**src/rtl/hazard_ctrl.sv**
```systemverilog
// Pipeline hazard controller: load-use, redirect refill and data-memory wait stalls plus a memory watchdog.
// Optional performance counters are built only when HAZARD_PERF_CNT_EN is defined.
module hazard_ctrl #(
  parameter int REG_ID_WIDTH = 5,
  parameter int FETCH_LAT    = 2,
  parameter int MEM_TIMEOUT  = 1024,
  parameter int CNT_WIDTH    = 32
) (
  input  logic                    clk,
  input  logic                    reset,
  input  logic [REG_ID_WIDTH-1:0] id_rs1,
  input  logic [REG_ID_WIDTH-1:0] id_rs2,
  input  logic                    id_uses_rs1,
  input  logic                    id_uses_rs2,
  input  logic [REG_ID_WIDTH-1:0] ex_dest,
  input  logic                    ex_mem_read,
  input  logic                    ex_redirect,
  input  logic                    mem_req_valid,
  input  logic                    mem_resp_ready,
  output logic                    pc_stall,
  output logic                    if_id_stall,
  output logic                    id_ex_stall,
  output logic                    ex_mem_stall,
  output logic                    if_id_flush,
  output logic                    id_ex_flush,
  output logic                    mem_wb_flush,
  output logic                    mem_timeout,
  output logic [CNT_WIDTH-1:0]    stall_cycles,
  output logic [CNT_WIDTH-1:0]    redirect_count,
  output logic [CNT_WIDTH-1:0]    load_use_count
);

  localparam int RW = $clog2(FETCH_LAT) + 1;
  localparam int WW = $clog2(MEM_TIMEOUT + 1);
  localparam logic [RW-1:0] REFILL_INIT = RW'(FETCH_LAT - 1);
  localparam logic [WW-1:0] WAIT_MAX    = WW'(MEM_TIMEOUT);
  localparam logic [WW-1:0] WAIT_LAST   = WW'(MEM_TIMEOUT - 1);

  typedef enum logic {RUN, REFILL} state_t;

  state_t          state;
  logic [RW-1:0]   refill_cnt;
  logic [WW-1:0]   wait_cnt;
  logic            mem_busy;
  logic            load_use;

  assign mem_busy = mem_req_valid & ~mem_resp_ready;
  assign load_use = ex_mem_read && (ex_dest != '0) &&
                    ((id_uses_rs1 && (id_rs1 == ex_dest)) ||
                     (id_uses_rs2 && (id_rs2 == ex_dest)));

  // NOTE: every output gets a default before the priority chain so no latch is inferred.
  always_comb begin
    pc_stall     = 1'b0;
    if_id_stall  = 1'b0;
    id_ex_stall  = 1'b0;
    ex_mem_stall = 1'b0;
    if_id_flush  = 1'b0;
    id_ex_flush  = 1'b0;
    mem_wb_flush = 1'b0;
    if (!reset) begin
      if (mem_busy) begin
        pc_stall     = 1'b1;
        if_id_stall  = 1'b1;
        id_ex_stall  = 1'b1;
        ex_mem_stall = 1'b1;
        mem_wb_flush = 1'b1;
      end else if (ex_redirect) begin
        if_id_flush = 1'b1;
        id_ex_flush = 1'b1;
      end else if (state == REFILL) begin
        if_id_flush = 1'b1;
      end else if (load_use) begin
        pc_stall    = 1'b1;
        if_id_stall = 1'b1;
        id_ex_flush = 1'b1;
      end
    end
  end

  // NOTE: sequential state uses non-blocking assignments so all flops sample pre-edge values.
  always_ff @(posedge clk) begin
    if (reset) begin
      state       <= RUN;
      refill_cnt  <= '0;
      wait_cnt    <= '0;
      mem_timeout <= 1'b0;
    end else begin
      // A memory stall freezes the refill sequence; EX still holds any redirect.
      if (!mem_busy) begin
        if (ex_redirect) begin
          if (FETCH_LAT > 1) begin
            state      <= REFILL;
            refill_cnt <= REFILL_INIT;
          end else begin
            state <= RUN;
          end
        end else if (state == REFILL) begin
          if (refill_cnt == RW'(1)) state <= RUN;
          refill_cnt <= refill_cnt - RW'(1);
        end
      end
      if (mem_busy) begin
        if (wait_cnt != WAIT_MAX) wait_cnt <= wait_cnt + WW'(1);
        if (wait_cnt == WAIT_LAST) mem_timeout <= 1'b1;
      end else begin
        wait_cnt <= '0;
      end
    end
  end

`ifdef HAZARD_PERF_CNT_EN
  logic redirect_fire;
  logic load_use_fire;

  // Only the redirect flushes both IF/ID and ID/EX; only load-use flushes ID/EX alone.
  assign redirect_fire = if_id_flush & id_ex_flush;
  assign load_use_fire = id_ex_flush & ~if_id_flush;

  always_ff @(posedge clk) begin
    if (reset) begin
      stall_cycles   <= '0;
      redirect_count <= '0;
      load_use_count <= '0;
    end else begin
      if (pc_stall)      stall_cycles   <= stall_cycles + CNT_WIDTH'(1);
      if (redirect_fire) redirect_count <= redirect_count + CNT_WIDTH'(1);
      if (load_use_fire) load_use_count <= load_use_count + CNT_WIDTH'(1);
    end
  end
`else
  assign stall_cycles   = '0;
  assign redirect_count = '0;
  assign load_use_count = '0;
`endif

endmodule

```
**config.mk**
```make
export PLATFORM = sky130hd
export DESIGN_NAME = hazard_ctrl
export DESIGN_NICKNAME = d
export VERILOG_FILES = /design/src/rtl/hazard_ctrl.sv
export SDC_FILE = /design/constraint.sdc
export NUM_CORES = 1
export LEC_CHECK = 0
export ABC_AREA = 0
export CAP_MARGIN = 30
export CORE_MARGIN = 2
export CORE_UTILIZATION = 34
export CTS_CLUSTER_DIAMETER = 30
export DETAILED_ROUTE_END_ITERATION = 12
export HOLD_SLACK_MARGIN = 0.12
export PLACE_DENSITY = 0.81
export SLEW_MARGIN = 10
export SYNTH_ARGS = -nofsm -noshare
export SYNTH_HDL_FRONTEND = slang
export SYNTH_SLANG_ARGS = --single-unit
```
**constraint.sdc**
```tcl
create_clock -name clk -period 1.6 [get_ports clk]
set_clock_uncertainty 0.1 [all_clocks]
set_input_delay 0.16 -clock clk [delete_from_list [all_inputs] [get_ports clk]]
set_output_delay 0.16 -clock clk [all_outputs]
set_load 0.02 [all_outputs]
```
==> impl_results.md <==
- Pwr Density: approximately 620 mW/mm2
- Worst skew pair latency: roughly 0.25 ns
- Routed WL per cell: approximately 8.6 um
- Reg2reg end: mem_timeout$_SDFFE_PP0P_
- Worst path slowest cell: nor4_2
- Synthesis Warnings: 0
- Peak VDD IR: 0.000248 V
- Die height: 72.8 um
- EDFF count, synth: 0
- Vias post-DR: 1,068
- Worst hold endpoint: wait_cnt[10]$_SDFFE_PN0P_
- Post-synthesis compound-gate area fraction: roughly 5.1%
- CP Cell Sequence: buf_6 > xor2_2 > nor4_2 > a32oi_2 > o41ai_4 > buf_4
- RSZ-0062 raised after global routing: yes
- Hold Path Class: primary input to flip-flop
- # nets final: 263
- Top FF cell, synth: dfxtp_1
- Max_cap viols: 0
- Crit path buf inv count: 2
- GR Overflow Total: 0
- Fin crit period: roughly 1.6 ns
- RePlAce Congestion: approximately 0.8
- Synthesized flop and latch total: 15
- Most frequent cells in the layout: conb_1 (96), nor2_1 (14), dfxtp_1 (14), xor2_1 (10), buf_4 (10)
- Post-synthesis mux area share: less than 1%
- First-pass GRT wire length: approximately 3.7 mm
- Reg-to-reg slack, setup: 0.12 ns
- DP HPWL: 2.11 mm
- Max-slew violations: 0
- Critical Path Source Type: primary input
- Final Hold Fails: 0
- Fill count: just under 500
- Synthesis-to-finish area growth: 8.64%
- Ys async rst share: 0%
- Status: finished, violations left
- Sequential Area: 302 um2
- IO Port Bufs: 30
- Slowest cell delay on critical path: between 0.2 and 0.3 ns
- Critical path class: primary input to output pin
- First DRT Iteration DRCs: 6
- Core Region: around 0.0046 mm2
- Vias per cell: between 3 and 4
- Clock Sink Count: 15
- H-Tree Depth: 1
- Post-Route WL: approximately 2.5 mm
- Root buffer cell: clkbuf_8
- Fmax: a little over 600 MHz
- CTS clock-pin slew for the worst setup and hold paths: ~0.06 ns
- Final setup violation count: 2
- Simple-gate share of the synthesized area: between 10% and 20%
- Distinct cells, synth: 33
- Setup crit end kind: output pin
- Total die area: ~0.0053 mm2
- CTS tree: yes
- Post-Syn Instances: a little over 200
- Crit Reg-Reg Startpoint: wait_cnt[1]$_SDFFE_PN0P_
- Num CTS Buffers: 3
- First-pass DRT Iterations: 4
- Starting density of the core: about a third
- Leakage: between 0.8 and 0.9 nW
- Final worst setup slack: -0.0329 ns
- Worst Hold Depth: 4
- Min-delay src: mem_resp_ready
- # DRC: 0
- Largest net degree at the start of global routing: 9
- Largest family of logic cells by synthesized area: buffers and inverters
- CP Max Fanout: 3
- Failing checks: negative setup slack
- Setup TNS: -0.0657 ns
- Worst Path Required: around 1.3 ns
- Synth Area in XOR/XNOR: about a tenth
- Clock tree buffer depth: 2
- Largest delay share family, worst path: compound AO/OA/AOI/OAI gates
- Setup slack at placement: -0.975 ns
- Most common cell after layout, fill and taps aside: conb_1
- WHS: around 0.31 ns
- DRT antenna net count: 0
- Vias in the first global route: approximately 920
- Critical Path AT: about 1.4 ns
- Proportion of layout cells with a drive suffix above 1: 17.8%
- IO Pins: roughly 130
- Seq/Total Area, Yosys: 18.7%
- Synth Area in Adders: ~2.3%
- GRT Overall Usage: under 10%
- Syn Area/Cell: 7.96 um2
- Synthesized cell area: roughly 0.0016 mm2
- Width of the die: ~73 um
- N_diodes: 0
- Initial antenna violation count: 0
- R2R cell count: 5
- Footprint of the multi-input gates: ~0.0010 mm2
- Tcrit/Tclk final: 102%
- Cell row count: 25
==> power by group <==
part,total [mW],internal [mW],switching (mW)
clock network,0.313,0.176,0.137
registers,0.387,0.381,0.00673
logic,0.382,0.0963,0.286
==> cell usage after synthesis (2+ instances only) <==
| cell | number | area, um2 |
|---|---|---|
| o21ai_0 | 3 | 15.0 |
| o41ai_1 | 2 | 17.5 |
| nand2b_1 | 3 | 18.8 |
| xnor2_1 | 5 | 43.8 |
| nor2b_1 | 2 | 12.5 |
| nand2_1 | 7 | 26.3 |
| dfxtp_1 | 15 | 300 |
| nor4_1 | 3 | 18.8 |
| inv_1 | 4 | 15.0 |
| ha_1 | 3 | 37.5 |
| and4_1 | 2 | 17.5 |
| a21oi_1 | 3 | 15.0 |
| nor2_1 | 14 | 52.6 |
| nand3_1 | 4 | 20.0 |
| nor3_1 | 3 | 15.0 |
| buf_4 | 99 | 743 |
| xor2_1 | 13 | 114 |
| nand4_1 | 2 | 12.5 |
==> worst max-delay path by stage <==
| stage | from | endpoint | slack, ns | cells after the start |
|---|---|---|---|---|
| global placement | ex_dest[3] | pc_stall | -0.94 | 6 |
| global route | ex_dest[2] | pc_stall | -0.12 | 6 |
| detailed placement | ex_dest[3] | pc_stall | -0.98 | 6 |
| floorplan | ex_dest[3] | pc_stall | -0.10 | 5 |
| finish | ex_dest[2] | if_id_stall | -0.03 | 6 |
| CTS | id_rs1[1] | pc_stall | -0.04 | 6 |
==> area by class of cell <==
class                           instances  share of cell area (%)
Sequential cell                        15                    17.3
Inverter                                4                   0.860
Timing Repair Buffer                   36                    17.8
Clock buffer                            4                    2.58
Multi-Input combinational cell        177                    57.7
Tap cell                               54                    3.87
==> flip-flops by register name, summed over array words and instances, names as in the netlist <==
| signal | cells |
|---|---|
| refill_cnt | 2 |
| mem_timeout | 1 |
| wait_cnt | 11 |
| state | 1 |
==> layer usage <==
| layer | vias to the layer above | routed length, um | global-route usage (%) |
|---|---|---|---|
| met2 | 73 | 1260 | 16.3 |
| met1 | 466 | 967 | 9.78 |
| met4 | 0 | 59 | 5.76 |
| li1 | 525 | - | - |
| met5 | - | 0 | 0 |
| met3 | 4 | 212 | 0.552 |
==> cell families (layout without fill, tap and decap cells) <==
kind of cell	Yosys count	in the layout
other	1	96
xor gates and xnor gates	18	18
muxes	1	1
DFF	15	15
buffers and inverters	105	44
adders and majority gates	3	3
and+or+nand+nor	47	47
AOI/OAI and AO/OA	12	12
==> stage by stage <==
step                      cell area, um2  total power [mW]  util, %  cells
after CTS                           1730              1.08     37.4    290
after global placement              1660             0.764     35.8    287
after detailed placement            1660             0.768     35.8    287
after global routing                1750              1.13     37.7    290
after floorplan                     1990             0.847        -    297
final                               1750              1.08     37.7    290
==> worst reg2reg max path, delay by kind of cell (launching register included) <==
kind,cells,cell delay [ns]
AOI/OAI and AO/OA,1,0.14
adders and majority gates,1,0.24
DFF,1,0.40
and+or+nand+nor,3,0.55
==> repair_timing <==
| action | in CTS | in global routing |
|---|---|---|
| setup endpoints to repair | 7 | 4 |
| gates resized for setup | 97 | 4 |
| hold buffers | 0 | 0 |
| buffers inserted | 0 | 0 |
| pin swaps | 13 | 1 |
No activity file was read; power rests on OpenSTA's default activity.
